<file path="src/rtl/vga_timing_pkg.sv">
// Shared geometry constants and width helper for the VGA raster timing generator.
// Default geometry is 640x480@60; a reduced 320x240 geometry is provided for bring-up.
package vga_timing_pkg;

   typedef struct packed {
      int active;
      int fp;
      int sync;
      int bp;
   } vga_axis_t;

   typedef struct packed {
      vga_axis_t h;
      vga_axis_t v;
   } vga_geom_t;

   localparam vga_geom_t VGA_640X480 = '{
      h: '{active: 640, fp: 16, sync: 96, bp: 48},
      v: '{active: 480, fp: 10, sync: 2,  bp: 33}
   };

   localparam vga_geom_t VGA_320X240 = '{
      h: '{active: 320, fp: 8, sync: 32, bp: 40},
      v: '{active: 240, fp: 3, sync: 4,  bp: 15}
   };

   localparam int VGA_DEF_CLK_DIV = 2;
   localparam int VGA_DEF_CW      = 11;

   // Smallest counter width able to hold max(h_total, v_total) - 1.
   function automatic int vga_cw_req(input int h_total, input int v_total);
      int max_cnt;
      int w;
      max_cnt = ((h_total > v_total) ? h_total : v_total) - 1;
      w = 1;
      for (int i = 1; i < 31; i++) begin
         if ((1 << i) <= max_cnt) w = i + 1;
      end
      return w;
   endfunction

endpackage

</file>
<file path="src/rtl/pix_clk_en.sv">
// Pixel clock-enable divider: one-clock pix_en strobe every CLK_DIV system clocks.
// The strobe is masked by en and reset so a frozen or resetting divider never issues a pixel.
module pix_clk_en #(
   parameter int CLK_DIV = 2
) (
   input  logic clk50,
   input  logic reset,
   input  logic en,
   output logic pix_en
);

   localparam int DW = (CLK_DIV > 1) ? $clog2(CLK_DIV) : 1;
   localparam logic [DW-1:0] DIV_LAST = DW'(CLK_DIV - 1);

   logic [DW-1:0] div_q;
   logic [DW-1:0] div_d;

   always_comb begin
      div_d = div_q;
      if (en) begin
         div_d = (div_q == DIV_LAST) ? '0 : div_q + 1'b1;
      end
   end

   always_ff @(posedge clk50) begin
      if (reset) begin
         div_q <= '0;
      end else begin
         div_q <= div_d;
      end
   end

   assign pix_en = en && !reset && (div_q == DIV_LAST);

endmodule

</file>
<file path="src/rtl/vga_timing_gen.sv">
// Parametrised VGA raster timing generator: raster counters plus a one-pixel-late
// output register carrying coordinates, syncs, data-enable and frame/line strobes.
module vga_timing_gen
   import vga_timing_pkg::*;
#(
   parameter int CLK_DIV  = VGA_DEF_CLK_DIV,
   parameter int CW       = VGA_DEF_CW,
   parameter int H_ACTIVE = VGA_640X480.h.active,
   parameter int H_FP     = VGA_640X480.h.fp,
   parameter int H_SYNC   = VGA_640X480.h.sync,
   parameter int H_BP     = VGA_640X480.h.bp,
   parameter int V_ACTIVE = VGA_640X480.v.active,
   parameter int V_FP     = VGA_640X480.v.fp,
   parameter int V_SYNC   = VGA_640X480.v.sync,
   parameter int V_BP     = VGA_640X480.v.bp,
   parameter bit HS_POL   = 1'b0,
   parameter bit VS_POL   = 1'b0
) (
   input  logic          clk50,
   input  logic          reset,
   input  logic          en,
   output logic          pix_en,
   output logic          vga_h_sync,
   output logic          vga_v_sync,
   output logic          de,
   output logic [CW-1:0] pix_x,
   output logic [CW-1:0] pix_y,
   output logic [CW-1:0] next_x,
   output logic [CW-1:0] next_y,
   output logic          line_start,
   output logic          frame_start,
   output logic          vblank
);

   localparam int H_TOTAL = H_ACTIVE + H_FP + H_SYNC + H_BP;
   localparam int V_TOTAL = V_ACTIVE + V_FP + V_SYNC + V_BP;

   localparam logic [CW-1:0] H_LAST = CW'(H_TOTAL - 1);
   localparam logic [CW-1:0] V_LAST = CW'(V_TOTAL - 1);
   localparam logic [CW-1:0] H_ACT  = CW'(H_ACTIVE);
   localparam logic [CW-1:0] V_ACT  = CW'(V_ACTIVE);
   localparam logic [CW-1:0] HS_BEG = CW'(H_ACTIVE + H_FP);
   localparam logic [CW-1:0] HS_END = CW'(H_ACTIVE + H_FP + H_SYNC - 1);
   localparam logic [CW-1:0] VS_BEG = CW'(V_ACTIVE + V_FP);
   localparam logic [CW-1:0] VS_END = CW'(V_ACTIVE + V_FP + V_SYNC - 1);

   if (CLK_DIV < 1 || H_ACTIVE < 1 || V_ACTIVE < 1 || H_SYNC < 1 || V_SYNC < 1 ||
       CW < vga_cw_req(H_TOTAL, V_TOTAL)) begin : g_bad_cfg
      $fatal(1, "vga_timing_gen: counter width or geometry parameters invalid");
   end

   logic          pix_en_w;
   logic [CW-1:0] cx_q, cx_d;
   logic [CW-1:0] cy_q, cy_d;
   logic [CW-1:0] pix_x_q, pix_y_q;
   logic          de_q, hs_q, vs_q, vblank_q;
   logic          line_start_q, frame_start_q;
   logic          hs_act, vs_act;

   pix_clk_en #(
      .CLK_DIV (CLK_DIV)
   ) u_pix_clk_en (
      .clk50  (clk50),
      .reset  (reset),
      .en     (en),
      .pix_en (pix_en_w)
   );

   always_comb begin
      cx_d = cx_q;
      cy_d = cy_q;
      if (pix_en_w) begin
         if (cx_q == H_LAST) begin
            cx_d = '0;
            cy_d = (cy_q == V_LAST) ? '0 : cy_q + 1'b1;
         end else begin
            cx_d = cx_q + 1'b1;
         end
      end
   end

   assign hs_act = (cx_q >= HS_BEG) && (cx_q <= HS_END);
   assign vs_act = (cy_q >= VS_BEG) && (cy_q <= VS_END);

   // Output register samples the pre-increment counters, so it trails next_* by one pixel.
   always_ff @(posedge clk50) begin
      if (reset) begin
         cx_q          <= '0;
         cy_q          <= '0;
         pix_x_q       <= '0;
         pix_y_q       <= '0;
         de_q          <= 1'b0;
         hs_q          <= ~HS_POL;
         vs_q          <= ~VS_POL;
         vblank_q      <= 1'b0;
         line_start_q  <= 1'b0;
         frame_start_q <= 1'b0;
      end else begin
         cx_q          <= cx_d;
         cy_q          <= cy_d;
         line_start_q  <= pix_en_w && (cx_q == '0);
         frame_start_q <= pix_en_w && (cx_q == '0) && (cy_q == '0);
         if (pix_en_w) begin
            pix_x_q  <= cx_q;
            pix_y_q  <= cy_q;
            de_q     <= (cx_q < H_ACT) && (cy_q < V_ACT);
            hs_q     <= hs_act ? HS_POL : ~HS_POL;
            vs_q     <= vs_act ? VS_POL : ~VS_POL;
            vblank_q <= (cy_q >= V_ACT);
         end
      end
   end

   assign pix_en      = pix_en_w;
   assign vga_h_sync  = hs_q;
   assign vga_v_sync  = vs_q;
   assign de          = de_q;
   assign pix_x       = pix_x_q;
   assign pix_y       = pix_y_q;
   assign next_x      = cx_q;
   assign next_y      = cy_q;
   assign vblank      = vblank_q;
   // Strobes stay quiet while the generator is frozen.
   assign line_start  = line_start_q && en;
   assign frame_start = frame_start_q && en;

endmodule

</file>
<file path="config.mk">
export PLATFORM = sky130hd
export DESIGN_NAME = vga_timing_gen
export DESIGN_NICKNAME = d
export VERILOG_FILES = /design/src/rtl/vga_timing_pkg.sv /design/src/rtl/pix_clk_en.sv /design/src/rtl/vga_timing_gen.sv
export SDC_FILE = /design/constraint.sdc
export NUM_CORES = 1
export LEC_CHECK = 0
export BUFFER_PORTS_ARGS = -buffer_cell sky130_fd_sc_hd__buf_2
export CAP_MARGIN = 30
export CORE_AREA = 2 2 69 71
export DETAILED_ROUTE_END_ITERATION = 12
export DIE_AREA = 0 0 71 73
export PLACE_DENSITY_LB_ADDON = 0.2
export SYNTH_ARGS = -nofsm -noshare
export SYNTH_HDL_FRONTEND = slang
export SYNTH_SLANG_ARGS = --single-unit
</file>
<file path="constraint.sdc">
create_clock -name clk50 -period 2.2 [get_ports clk50]
set_input_delay 0.11 -clock clk50 [delete_from_list [all_inputs] [get_ports clk50]]
set_output_delay 0.11 -clock clk50 [all_outputs]
set_load 0.05 [all_outputs]
</file>
# [Yosys cells after proc, flatten, opt, wreduce, memory -nomap -nowiden]
# Cells that the tools add are included.
[totals] in_bits=3 regBits=51 out_inout_bits=51
[classes] n_eq_ne=2 order_cmp=7 add_sub_neg=3 mux=5 n_reduce_logical=13
[op_table] cell="$add A11 B1 Y11 const B" n=2
[op_table] cell="$eq A11 B10 Y1 const B" n=2
[op_table] cell="$ge A11 B9 Y1 const B" n=2
[op_table] cell="$logic_not A11 Y1" n=2
[op_table] cell="$mux W11" n=2
[op_table] cell="$ge A11 B10 Y1 const B" n=1
[op_table] cell="$le A11 B10 Y1 const B" n=1
[op_table] cell="$le A11 B9 Y1 const B" n=1
[op_table] cell="$lt A11 B10 Y1 const B" n=1
[op_table] cell="$lt A11 B9 Y1 const B" n=1
[op_table] cell="$logic_and A1 B1 Y1" n=9
[op_table] cell="$mux W1" n=3
[op_table] cell="$reduce_and A2 Y1" n=1
[op_table] cell="$add A1 B1 Y1 const B" n=1
[op_table] cell="$logic_not A1 Y1" n=1

# [Logic depth before layout (Yosys ltp)]
[depth] ltp_word=5 depth_mapped=7 ltp_nobuf=6

# [By module]
# Synthesis repeated with hierarchy kept, for this count alone.
[unflattened] cells_unflattened=252 hier_area_um2=2248.4
[by_module_without_submodules] module="vga_timing_gen" area_each_um2=2208.4 cells_per_inst=247 n_inst=1 seq_area_each_um2=1001.0
[by_module_without_submodules] module="pix_clk_en" area_each_um2=40.0 cells_per_inst=5 n_inst=1 seq_area_each_um2=20.0

# [Worst setup path before layout]
# Ideal clock, no wire load.
[synth_path] path_type="register to register" from="reg cx_q[0], in the netlist next_x[0]" to="reg cy_q[9], in the netlist next_y[9]" path_stages_with_launch=8 required_time_ns=2.066 arrival_time_ns=2.231 setup_slack_ns=-0.165 cell_sequence="dfxtp_1 -> ha_1 -> nand3_1 -> or4_4 -> buf_6 -> nand2_1 -> buf_4 -> a31oi_1"
[synth_via] elab_chain_len=2
[synth_lines] item="from (decl)" line="vga_timing_gen.sv:53" source="logic [CW-1:0] cx_q, cx_d;"
[synth_lines] item="from (signal assigned)" line="vga_timing_gen.sv:88" source="cx_q <= '0;"
[synth_lines] item="from (signal assigned)" line="vga_timing_gen.sv:99" source="cx_q <= cx_d;"
[synth_lines] item="$eq A11 B10 Y1" line="vga_timing_gen.sv:73" source="if (cx_q == H_LAST) begin"
[synth_lines] item="$reduce_and A2 Y1 (no line)"
[synth_lines] item="to (signal assigned)" line="vga_timing_gen.sv:100" source="cy_q <= cy_d;"
[synth_lines] item="to (decl)" line="vga_timing_gen.sv:54" source="logic [CW-1:0] cy_q, cy_d;"
# No other way between the ends.
# A chain may end at the register's enable or synchronous reset.

# [Final worst setup path]
[layout_path] from="reg cx_q[7], in the netlist next_x[7]" to="reg cy_q[9], in the netlist next_y[9]"
# Same word-level chain as after synthesis.

==> results.rst <==
.. list-table::
   :header-rows: 1

   * - Metric
     - Value
   * - Dominant synthesized flop cell
     - sky130_fd_sc_hd__dfxtp_1
   * - Synthesis-to-layout area growth
     - 17.93%
   * - Count of cells resized by post-cts repair
     - 0
   * - Die W
     - approximately 70 microns
   * - Final cell area excluding filler cells
     - ~0.0026 sq mm
   * - Post-synth top area cell
     - sky130_fd_sc_hd__dfxtp_1
   * - Area share of xor/xnor cells in the synthesized design
     - around 3.2%
   * - Layout Cells excl Fill
     - roughly 350
   * - Clock root buffer
     - sky130_fd_sc_hd__clkbuf_8
   * - Part of the power in combinational logic
     - under 10%
   * - Area of the core
     - ~0.0045 sq mm
   * - Number of pins exceeding their max-slew limit in the final report
     - 0
   * - CP Buf/Inv Count
     - 0
   * - Number of flops mapped to enable cells by yosys
     - 0
   * - Count of cell types in the netlist
     - between 40 and 50
   * - WP depth
     - 4
   * - Setup-failing EPs final
     - 0
   * - List of most frequent post-synthesis cells
     - sky130_fd_sc_hd__dfxtp_1 (51), sky130_fd_sc_hd__nand2_1 (24), sky130_fd_sc_hd__a22o_1 (16), sky130_fd_sc_hd__nor2_1 (16), sky130_fd_sc_hd__clkbuf_1 (13)
   * - DRC violation total after the first TritonRoute iteration
     - between 100 and 150
   * - Slew at the pin closest to its max-slew limit
     - between 0.6 and 0.7 ns
   * - Top cells by area, synth
     - sky130_fd_sc_hd__dfxtp_1 (46%), sky130_fd_sc_hd__a22o_1 (6.4%), sky130_fd_sc_hd__nand2_1 (4.1%)
   * - Cells after synthesis
     - 245
   * - Fillers
     - roughly 440
   * - Post CTS Setup Buffer Count
     - 0
   * - Count of hold buffers inserted by post-cts repair
     - 0
   * - Outcome
     - completed
   * - Headroom to the max-slew limit
     - between 50% and 60%
   * - Total clock buffers created by CTS
     - 5
   * - Switching portion of total power
     - 24.45%
   * - Clk_lat worst skew
     - roughly 0.31 ns
   * - Final ANT Viol Nets
     - 0
   * - Avg Synthesized Cell Area
     - 8.998 sq um
   * - Via count
     - 1988
   * - Largest buffer count on any clock path
     - 2
   * - Worst supply voltage drop on vdd
     - between 0.0004 and 0.0005 V
   * - Source of the worst register-to-register timing path
     - next_x[7]
   * - Switching power
     - approximately 0.38 mW
   * - Die area
     - between 0.005 and 0.006 sq mm
   * - I/O Buffers
     - 53
   * - Areal power density over the cells
     - about 600 mW/mm^2
   * - Inserted Diodes
     - 0
   * - Worst-path cell chain
     - or3b_1 > or4_4 > nand2_1 > a31oi_1
   * - Power consumption
     - between 1.5 and 2 mW
   * - R2R cell count
     - 4
   * - H-tree lvl count
     - 2
   * - Maximum number of pins on one net before global-route repair
     - 17
   * - Fraction of synthesized area in multiplexers
     - 0%
   * - Worst hold path cell count
     - 2
   * - Net total in the final layout
     - roughly 300
   * - Area share of the leading cell type in the synthesized netlist
     - around 46%
   * - Placed cells
     - 340
   * - Internal power
     - 1.169 mW
   * - Category of the worst setup path launch point
     - register
   * - Critical Path Fanout Max
     - 13
   * - Worst Path Arrival
     - 2.21 ns
   * - Max-cap viol count
     - 0
   * - Num ports
     - 54
   * - Routed length per instance
     - approximately 15 microns
   * - Global placer's final weighted congestion
     - approximately 0.92
   * - Setup slack at placement
     - between 0.2 and 0.25 ns
   * - Final worst-path setup slack
     - approximately 0.17 ns
   * - Asr flop ratio synth
     - 0%
   * - RSZ-0062 raised after global routing
     - no
   * - Most frequent cell after synthesis
     - sky130_fd_sc_hd__dfxtp_1
   * - Simple-gate portion of the synthesized area
     - between 20% and 30%
   * - Yosys reg bits
     - 51
   * - Capturing element type of the critical path
     - register
   * - Maximum clock frequency
     - slightly below 0.5 GHz
   * - Placed Instance Area
     - approximately 0.0025 sq mm
   * - Estimated wirelength of the detail-placed design
     - around 3.7 mm
   * - Total global routing overflow
     - 0
   * - Reg power frac
     - between 60% and 70%
   * - Number of sinks driven by the clock tree
     - 51
   * - Class of the worst hold path
     - in -> reg
   * - Placement row count
     - 25
   * - Effective utilization at floorplan
     - about half
   * - Global-route wire length before repair
     - ~8.4 mm
   * - Final Cycle Share
     - 92.20%
   * - Synth Net Count
     - around 250
   * - Avg Vias per Cell
     - approximately 5.7
   * - CP Data Required Time
     - roughly 2.4 ns
   * - Sequential element share of the synthesized area
     - between 40 and 50%
   * - Setup TNS
     - 0 ns
   * - Synth warn
     - 0
   * - CTS tree
     - yes
   * - Clock transition at path regs
     - about 0.09 ns
   * - Delay of the slowest critical-path stage
     - about 0.55 ns
   * - Crit-path leading delay family
     - simple AND/OR/NAND/NOR gates
   * - Cell with the biggest individual delay on the critical path
     - sky130_fd_sc_hd__or4_4
   * - Setup crit start
     - next_x[7]
   * - Floorplan die height
     - approximately 73 microns
   * - Total leakage power
     - around 1.1 nW
   * - Drt total wl
     - roughly 5.1 mm
   * - Beginning of the worst hold path
     - reset
   * - Number of global-route vias before repair
     - ~1700
   * - Share of final-layout standard cells stronger than drive strength 1
     - a little over a quarter
   * - Post-detailed-route DRC marker count
     - 0
   * - Combinational family with the most area after synthesis
     - simple AND/OR/NAND/NOR gates
   * - Synthesized-area fraction occupied by ao, oa, aoi and oai cells
     - between 10% and 20%
   * - Type of the setup path with the least slack
     - reg -> reg
   * - GRT Overall Usage
     - 20.66%
   * - Part of the total power dissipated in the clock network
     - about a third
   * - Final number of hold-violating endpoints
     - 0
   * - Clock skew after layout
     - approximately 0.0044 ns
   * - Initial antenna violation count
     - 0
   * - Clock period minus worst slack
     - ~2.0 ns
   * - Post-synthesis instance area
     - 0.002205 sq mm
   * - Share of synthesized cell area in full adder, half adder and majority cells
     - under 10%
   * - Total iterations of the first detailed-routing run
     - 4
sequential cells by signal, summed over array words and instances (netlist names), 11 cells and up:
register	cells
next_x	11
next_y	11
pix_x	11
pix_y	11
cells by family (layout without fill, tap and decap cells):
logic type | Yosys count | count (layout)
flip-flops | 51 | 51
AO/OA/AOI/OAI | 60 | 60
AND/OR/NAND/NOR | 92 | 92
adder cells (fa/ha/maj) | 5 | 5
buffers and inverters | 29 | 78
XOR/XNOR | 8 | 8
placed cells by master, fill, tap and decap left out, types with 2 or more instances in the layout:
master / count
sky130_fd_sc_hd__nor4b_1: 2
sky130_fd_sc_hd__ha_1: 5
sky130_fd_sc_hd__a32oi_1: 2
sky130_fd_sc_hd__o211ai_1: 2
sky130_fd_sc_hd__nand3b_1: 2
sky130_fd_sc_hd__nor2_1: 16
sky130_fd_sc_hd__o21ai_0: 12
sky130_fd_sc_hd__xnor2_1: 6
sky130_fd_sc_hd__or3_1: 2
sky130_fd_sc_hd__a22o_1: 16
sky130_fd_sc_hd__buf_4: 7
sky130_fd_sc_hd__inv_1: 10
sky130_fd_sc_hd__dfxtp_2: 5
sky130_fd_sc_hd__dfxtp_1: 46
sky130_fd_sc_hd__a31oi_1: 8
sky130_fd_sc_hd__nor4_1: 5
sky130_fd_sc_hd__nand2_1: 24
sky130_fd_sc_hd__o31ai_1: 4
sky130_fd_sc_hd__nor3_1: 5
sky130_fd_sc_hd__and3_1: 5
sky130_fd_sc_hd__xor2_1: 2
sky130_fd_sc_hd__and2_1: 4
sky130_fd_sc_hd__a41oi_1: 3
sky130_fd_sc_hd__a21oi_1: 9
sky130_fd_sc_hd__and4_1: 3
sky130_fd_sc_hd__nand4_1: 2
sky130_fd_sc_hd__nand3_1: 10
sky130_fd_sc_hd__clkbuf_8: 5
sky130_fd_sc_hd__clkinvlp_4: 2
sky130_fd_sc_hd__buf_2: 53
worst register-to-register path, stage by stage (launching register included):
cell                      delay [ns]
sky130_fd_sc_hd__dfxtp_1        0.40
sky130_fd_sc_hd__or3b_1         0.40
sky130_fd_sc_hd__or4_4          0.55
sky130_fd_sc_hd__nand2_1        0.40
sky130_fd_sc_hd__a31oi_1        0.17
power by group through the flow:
stage	Sequential [mW]	Combinational, mW	Clock (mW)
floorplan	0.961	0.0441	0
global placement	0.954	0.0717	0
detailed placement	0.954	0.0720	0
CTS	0.933	0.0725	0.561
global route	0.934	0.0799	0.587
finish	0.933	0.0719	0.542
layout make-up:
| class | instances | area (sq um) | area share [%] |
|---|---|---|---|
| clock buffers | 5 | 68.82 | 2.647 |
| inverters | 10 | 37.54 | 1.444 |
| clock inverters | 3 | 20.02 | 0.7700 |
| multi-input cells | 165 | 1061 | 40.81 |
| repair buffers | 60 | 317.8 | 12.22 |
| flip-flops and latches | 51 | 1027 | 39.51 |
| well taps | 54 | 67.56 | 2.599 |
through the flow:
step	util (%)	hold slack, ns
floorplan	-	0.4034
global placement	55.37	0.4153
detailed placement	55.37	0.4149
CTS	57.32	0.07918
global route	57.32	0.1164
finish	57.32	0.08434
routing by layer:
layer	track usage, %	share of wire [%]
met1	29.37	49
met5	0	0
met4	8.176	1.8
met2	30.01	43
met3	5.249	6.4
final timing paths:
path         slack [ns]          to
max                0.17   next_y[9]
min                0.08   next_x[1]
max reg2reg        0.17   next_y[9]
min reg2reg        0.45  vga_v_sync
No activity file was read; power rests on OpenSTA's default activity.
